<file path="src/rtl/fetch_pkg.sv">
// Shared types and constants for the instruction fetch sequencer.
// Latency: n/a (declarations only).
// Backpressure: n/a.
//
// Contents:
//   fetch_state_t    - sequencer state (FETCH, HOLD, FAULT)
//   BYTES_PER_INST   - bytes read per instruction word
//   DEFAULT_RESET_PC - PC used when the top is not overridden
//   pc_legal()       - alignment and range check for any PC load
package fetch_pkg;

  typedef enum logic [1:0] {
    FETCH = 2'd0,
    HOLD  = 2'd1,
    FAULT = 2'd2
  } fetch_state_t;

  localparam int unsigned BYTES_PER_INST   = 4;
  localparam logic [31:0] DEFAULT_RESET_PC = 32'h0000_0000;

  // A PC is usable when it is word aligned and the whole word pc..pc+3 lies
  // inside the memory. The sum is formed in 33 bits so that a PC close to
  // 2^32 cannot wrap into a small, apparently legal, address.
  function automatic logic pc_legal(input logic [31:0] pc, input int unsigned depth);
    logic [32:0] last_byte;
    last_byte = {1'b0, pc} + 33'd3;
    return (pc[1:0] == 2'b00) && (last_byte < 33'(depth));
  endfunction

endpackage

</file>
<file path="src/rtl/fetch_byte_assembler.sv">
// Four-lane byte register that builds a little-endian 32-bit instruction word.
// Latency: a written byte appears on word_o one edge after we_i.
// Backpressure: none; the caller decides when to write or clear.
//
// Ports:
//   clk_i, rst_ni - clock, asynchronous active-low reset
//   we_i          - write byte_i into lane lane_i
//   lane_i        - lane select (byte k lands in bits [8k+7:8k])
//   byte_i        - byte to store
//   clr_i         - zero all lanes (takes priority over we_i)
//   word_o        - assembled word
module fetch_byte_assembler (
  input  logic        clk_i,
  input  logic        rst_ni,
  input  logic        we_i,
  input  logic [1:0]  lane_i,
  input  logic [7:0]  byte_i,
  input  logic        clr_i,
  output logic [31:0] word_o
);

  logic [31:0] word_q;
  logic [31:0] word_d;

  always_comb begin
    word_d = word_q;
    if (clr_i) begin
      word_d = 32'h0;
    end else if (we_i) begin
      word_d[{3'(lane_i), 3'b000} +: 8] = byte_i;
    end
  end

  always_ff @(posedge clk_i or negedge rst_ni) begin
    if (!rst_ni) begin
      word_q <= 32'h0;
    end else begin
      word_q <= word_d;
    end
  end

  assign word_o = word_q;

endmodule

</file>
<file path="src/rtl/fetch_ctrl.sv">
// Instruction fetch sequencer: reads four bytes per instruction and presents the word to decode.
// Latency: 4 edges per word from a PC load, 1 extra edge for a redirect to take effect.
// Backpressure: holds inst/inst_pc/inst_valid stable while inst_ready is low; no reads meanwhile.
//
// Ports:
//   clk, rst                    - clock, asynchronous active-low reset
//   mem_addr, mem_rd, mem_rdata - byte read port (rdata is combinational on mem_addr)
//   inst, inst_pc, inst_valid   - assembled instruction, its address, valid
//   inst_ready                  - decode accepts inst
//   redirect_valid, redirect_pc - PC redirect from execute
//   fault                       - fetch stopped on misaligned/out-of-range PC
module fetch_ctrl
  import fetch_pkg::*;
#(
  parameter int unsigned WIDTH    = 8,
  parameter int unsigned DEPTH    = 32,
  parameter logic [31:0] RESET_PC = DEFAULT_RESET_PC
) (
  input  logic             clk,
  input  logic             rst,
  output logic [31:0]      mem_addr,
  output logic             mem_rd,
  input  logic [WIDTH-1:0] mem_rdata,
  output logic [31:0]      inst,
  output logic [31:0]      inst_pc,
  output logic             inst_valid,
  input  logic             inst_ready,
  input  logic             redirect_valid,
  input  logic [31:0]      redirect_pc,
  output logic             fault
);

  localparam logic RESET_LEGAL = pc_legal(RESET_PC, DEPTH);

  fetch_state_t state_q, state_d;
  logic [31:0]  pc_q, pc_d;
  logic [1:0]   bc_q, bc_d;
  logic         valid_q, valid_d;
  logic         fault_q, fault_d;
  // A redirect is taken in two steps: the sampling edge drops inst_valid and
  // discards the partial word, the following edge loads the target PC. While
  // redir_q is set nothing is read and nothing is handed to decode.
  logic         redir_q, redir_d;
  logic [31:0]  redir_pc_q, redir_pc_d;

  logic         asm_we;
  logic         asm_clr;
  logic [31:0]  pc_inc;

  assign pc_inc = pc_q + 32'(BYTES_PER_INST);

  always_comb begin
    state_d    = state_q;
    pc_d       = pc_q;
    bc_d       = bc_q;
    valid_d    = valid_q;
    fault_d    = fault_q;
    redir_d    = 1'b0;
    redir_pc_d = redir_pc_q;
    asm_we     = 1'b0;
    asm_clr    = 1'b0;

    if (redirect_valid) begin
      // Redirect wins over everything, including a handshake in the same
      // cycle: that instruction is still consumed (valid drops now), but the
      // +4 increment never happens.
      redir_d    = 1'b1;
      redir_pc_d = redirect_pc;
      valid_d    = 1'b0;
      bc_d       = 2'd0;
      asm_clr    = 1'b1;
    end else if (redir_q) begin
      pc_d = redir_pc_q;
      bc_d = 2'd0;
      if (pc_legal(redir_pc_q, DEPTH)) begin
        state_d = FETCH;
        fault_d = 1'b0;
      end else begin
        state_d = FAULT;
        fault_d = 1'b1;
      end
    end else begin
      case (state_q)
        FETCH: begin
          asm_we = 1'b1;
          bc_d   = bc_q + 2'd1;
          if (bc_q == 2'd3) begin
            state_d = HOLD;
            valid_d = 1'b1;
          end
        end
        HOLD: begin
          // Only a real handshake advances; a stray ready with valid low
          // (not reachable in HOLD today) is ignored.
          if (valid_q && inst_ready) begin
            pc_d    = pc_inc;
            valid_d = 1'b0;
            bc_d    = 2'd0;
            if (pc_legal(pc_inc, DEPTH)) begin
              state_d = FETCH;
            end else begin
              state_d = FAULT;
              fault_d = 1'b1;
            end
          end
        end
        FAULT: begin
          // Parked until a redirect to a legal target.
        end
        default: begin
          state_d = FAULT;
          fault_d = 1'b1;
          valid_d = 1'b0;
        end
      endcase
    end
  end

  always_ff @(posedge clk or negedge rst) begin
    if (!rst) begin
      state_q    <= RESET_LEGAL ? FETCH : FAULT;
      pc_q       <= RESET_PC;
      bc_q       <= 2'd0;
      valid_q    <= 1'b0;
      fault_q    <= !RESET_LEGAL;
      redir_q    <= 1'b0;
      redir_pc_q <= 32'h0;
    end else begin
      state_q    <= state_d;
      pc_q       <= pc_d;
      bc_q       <= bc_d;
      valid_q    <= valid_d;
      fault_q    <= fault_d;
      redir_q    <= redir_d;
      redir_pc_q <= redir_pc_d;
    end
  end

  fetch_byte_assembler u_asm (
    .clk_i  (clk),
    .rst_ni (rst),
    .we_i   (asm_we),
    .lane_i (bc_q),
    .byte_i (mem_rdata[7:0]),
    .clr_i  (asm_clr),
    .word_o (inst)
  );

  // Read port is driven straight from state so the byte for lane bc arrives
  // in the same cycle it is captured.
  assign mem_rd     = (state_q == FETCH) && !redir_q;
  assign mem_addr   = mem_rd ? (pc_q + {30'd0, bc_q}) : pc_q;
  assign inst_pc    = pc_q;
  assign inst_valid = valid_q;
  assign fault      = fault_q;

endmodule
</file>
<file path="config.mk">
export PLATFORM = sky130hd
export DESIGN_NAME = fetch_ctrl
export DESIGN_NICKNAME = d
export VERILOG_FILES = /design/src/rtl/fetch_pkg.sv /design/src/rtl/fetch_byte_assembler.sv /design/src/rtl/fetch_ctrl.sv
export SDC_FILE = /design/constraint.sdc
export NUM_CORES = 1
export LEC_CHECK = 0
export CORE_ASPECT_RATIO = 1.1
export CORE_MARGIN = 3
export CORE_UTILIZATION = 56
export DETAILED_ROUTE_END_ITERATION = 8
export HOLD_SLACK_MARGIN = 0.08
export PLACE_DENSITY_LB_ADDON = 0.3
export SYNTH_ARGS = -nofsm -noshare
export SYNTH_HDL_FRONTEND = slang
export SYNTH_HIERARCHICAL = 1
export SYNTH_SLANG_ARGS = --single-unit
</file>
<file path="constraint.sdc">
create_clock -name clk -period 9.95 [get_ports clk]
set_clock_uncertainty 0.05 [all_clocks]
set_input_delay 0.995 -clock clk [delete_from_list [all_inputs] [get_ports clk]]
set_output_delay 0.995 -clock clk [all_outputs]
set_load 0.1 [all_outputs]
</file>
==> metrics <==
status=completed; RR Startpoint=inst_pc[2]$_DFFE_PN0P_; Setup crit start kind=register; Final Cycle Share=52.7%; Worst path max stage delay=between 1 and 1.5 ns; htree depth=3; Pleak=3.21 nW; Slew HR=27.9%; CP Capture Type=output port; drt total wl=21300 um; cts hold-fix bufs=0; max-slew violations=0; Die Ht=122 um; Synth Register Bits=about 100; largest net degree at the start of global routing=85; drt pass-1 iters=6; initial DRC count=678; maximum vdd ir drop=0.109 mV; CTS sink cnt=103; post-detail-place hpwl=15600 um; Reg2Reg Capture Point=fault$_DFFE_PN0P_; crit path from=redir_q$_DFF_PN0_; CP Cell Sequence=inv_1, nand2_1, inv_1, nand2b_1, or3_1, nor2_1, xor2_1, clkdlybuf4s50_1; wire length of the first global-routing pass=around 34000 um; CTS buffer count=9; GR Overflow Total=0; Synthesis Warnings=6; Routed wire per std cell=21.2 um; final hold vios=0; Synth Flop Type=dfrtp_1; most instantiated cells after synthesis=dfrtp_1, nand2_1, nor2_1, o21ai_0, a21oi_1; Pwr Density=187 nW/um2; CP arrival=4.20 ns; Seq/Total Area, Yosys=37.8%; CP max FO=20; synth top area cells=dfrtp_1, mux2_2, xnor2_1, nand2_1, nor2_1; Row Count=between 40 and 50; async set-reset flop share out of synthesis=100%; Initial Utilization=58.3%; max_cap viols=0; library cells used by synthesis=70; CORE AREA=11700 um2; setup tns final=0 ns; flop-to-flop setup slack=between 5 and 6 ns; top-count cell post-synth=dfrtp_1; Post-Syn Nets=806; top-area cell type share of the netlist area=between 30 and 40%; postcts setup bufs=0; post_cts resized=0; Crit Path Class=register to output port; Final ANT Viol Nets=0; Worst-Skew Late Latency=0.35 ns; layout cells sized above 1=between 10% and 20%; initial antenna violation count=0; R2R depth=11; DR vias/cell=6.53; Setup Viol. Count Final=0; CTS Buffer Depth=2; I/O Pins=143; Die W=111 um; Fmax=~190 MHz; PortBufs=142; Post-synth EDFFs=0; Tmin final=5.25 ns; critical path's slowest cell=clkdlybuf4s50_1; number of diodes=0; Avg Inst Size Synth=9.08 um2; Hold Crit Class=register to register; gr usage total=31.1%; clk slew on worst S/H paths=0.07 ns; clock root cell=clkbuf_16; Syn Std Cell Area=6820 um2; Critical Path Sink=mem_addr[30]; GP Congestion=0.926; nets@finish=904; TritonCTS clock tree=done; RSZ-0062 raised after global routing=no; Worst path most repeated cell=inv_1; DRC=0; routed vias=6559; Slew @ Worst Pin=around 1.1 ns; Area growth syn-to-layout=24.2%; Die ar.=approximately 14000 um2; vias in the first global route=6412; Syn Inst Count=between 700 and 800; filler cell count=888; Worst EP required=8.91 ns; Min Hold Slack=about 0.45 ns; Synth area leader=dfrtp_1
per-stage QoR:
stage	cell area (um2)	cells	total power [mW]	utilization, %	worst slack, ns
4_1_cts	8470	1004	1.58	72.4	4.75
5_1_grt	8470	1004	1.64	72.4	4.55
3_3_place_gp	8170	988	1.22	69.9	5.24
2_1_floorplan	6820	751	1.06	-	4.32
3_5_place_dp	8170	988	1.23	69.9	5.15
6_report	8470	1004	1.58	72.4	4.70
placed cells by master, fill, tap and decap left out, types with 10 or more instances in the layout:
master,n
a21oi_1,39
a32o_1,24
and2_1,12
clkdlybuf4s50_1,140
dfrtp_1,103
ha_1,10
inv_1,20
mux2_2,34
nand2_1,74
nand3_1,28
nand4_1,23
nor2_1,67
nor3_1,25
nor4_1,10
o21ai_0,42
o22ai_1,10
xnor2_1,33
xor2_1,23
sequential cells by signal (all words and copies together) (netlist names):
signal and cells:
inst_pc 32, redir_pc_q 32, u_asm/word_o 32, bc_q 2, state_q 2, fault 1, inst_valid 1, redir_q 1
kinds of logic after synthesis:
logic type               synth area share (%)
XOR/XNOR                                 7.19
AND/OR/NAND/NOR                          23.1
AO/OA/AOI/OAI                            17.4
flip-flops                               37.8
buffers and inverters                    5.41
adder cells (fa/ha/maj)                  2.13
multiplexers                             6.99
critical path: cells and delay by family (launching register included):
kind,cells,cell delay (ns)
XOR/XNOR,1,0.15
AND/OR/NAND/NOR,4,1.34
flip-flops,1,0.38
buffers and inverters,3,1.97
cell type report:
| type | count | area (um2) | area share, % |
|---|---|---|---|
| clock buffer | 9 | 225 | 2.66 |
| clock inverter | 7 | 71.3 | 0.842 |
| inverter | 20 | 75.1 | 0.887 |
| multi-input combinational | 568 | 3880 | 45.8 |
| sequential | 103 | 2580 | 30.4 |
| tap | 150 | 188 | 2.22 |
| timing repair buffer | 147 | 1450 | 17.1 |
where the power goes:
part | switching [mW] | internal (mW)
registers | 0.0932 | 0.455
logic | 0.504 | 0.179
clock network | 0.158 | 0.196
total | 0.755 | 0.829
how the worst min path moves through the flow:
stage | startpoint | cells after the start | slack, ns | end
6_report | u_asm/word_o[13]$_DFFE_PN0P_ | 1 | 0.45 | u_asm/word_o[13]$_DFFE_PN0P_
5_1_grt | u_asm/word_o[13]$_DFFE_PN0P_ | 1 | 0.47 | u_asm/word_o[13]$_DFFE_PN0P_
3_5_place_dp | u_asm/word_o[22]$_DFFE_PN0P_ | 1 | 0.43 | u_asm/word_o[22]$_DFFE_PN0P_
2_1_floorplan | redir_pc_q[0]$_DFFE_PN0P_ | 2 | 0.41 | inst_pc[0]$_DFFE_PN0P_
4_1_cts | u_asm/word_o[17]$_DFFE_PN0P_ | 1 | 0.45 | u_asm/word_o[17]$_DFFE_PN0P_
3_3_place_gp | u_asm/word_o[11]$_DFFE_PN0P_ | 1 | 0.43 | u_asm/word_o[11]$_DFFE_PN0P_
routing by layer:
| metal | GRT usage (%) | routed length, um |
|---|---|---|
| met1 | 39.0 | 8190 |
| met2 | 52.3 | 10300 |
| met5 | 0 | 0 |
| met4 | 15.4 | 1070 |
| met3 | 5.37 | 1710 |
No activity file was read; power rests on OpenSTA's default activity.
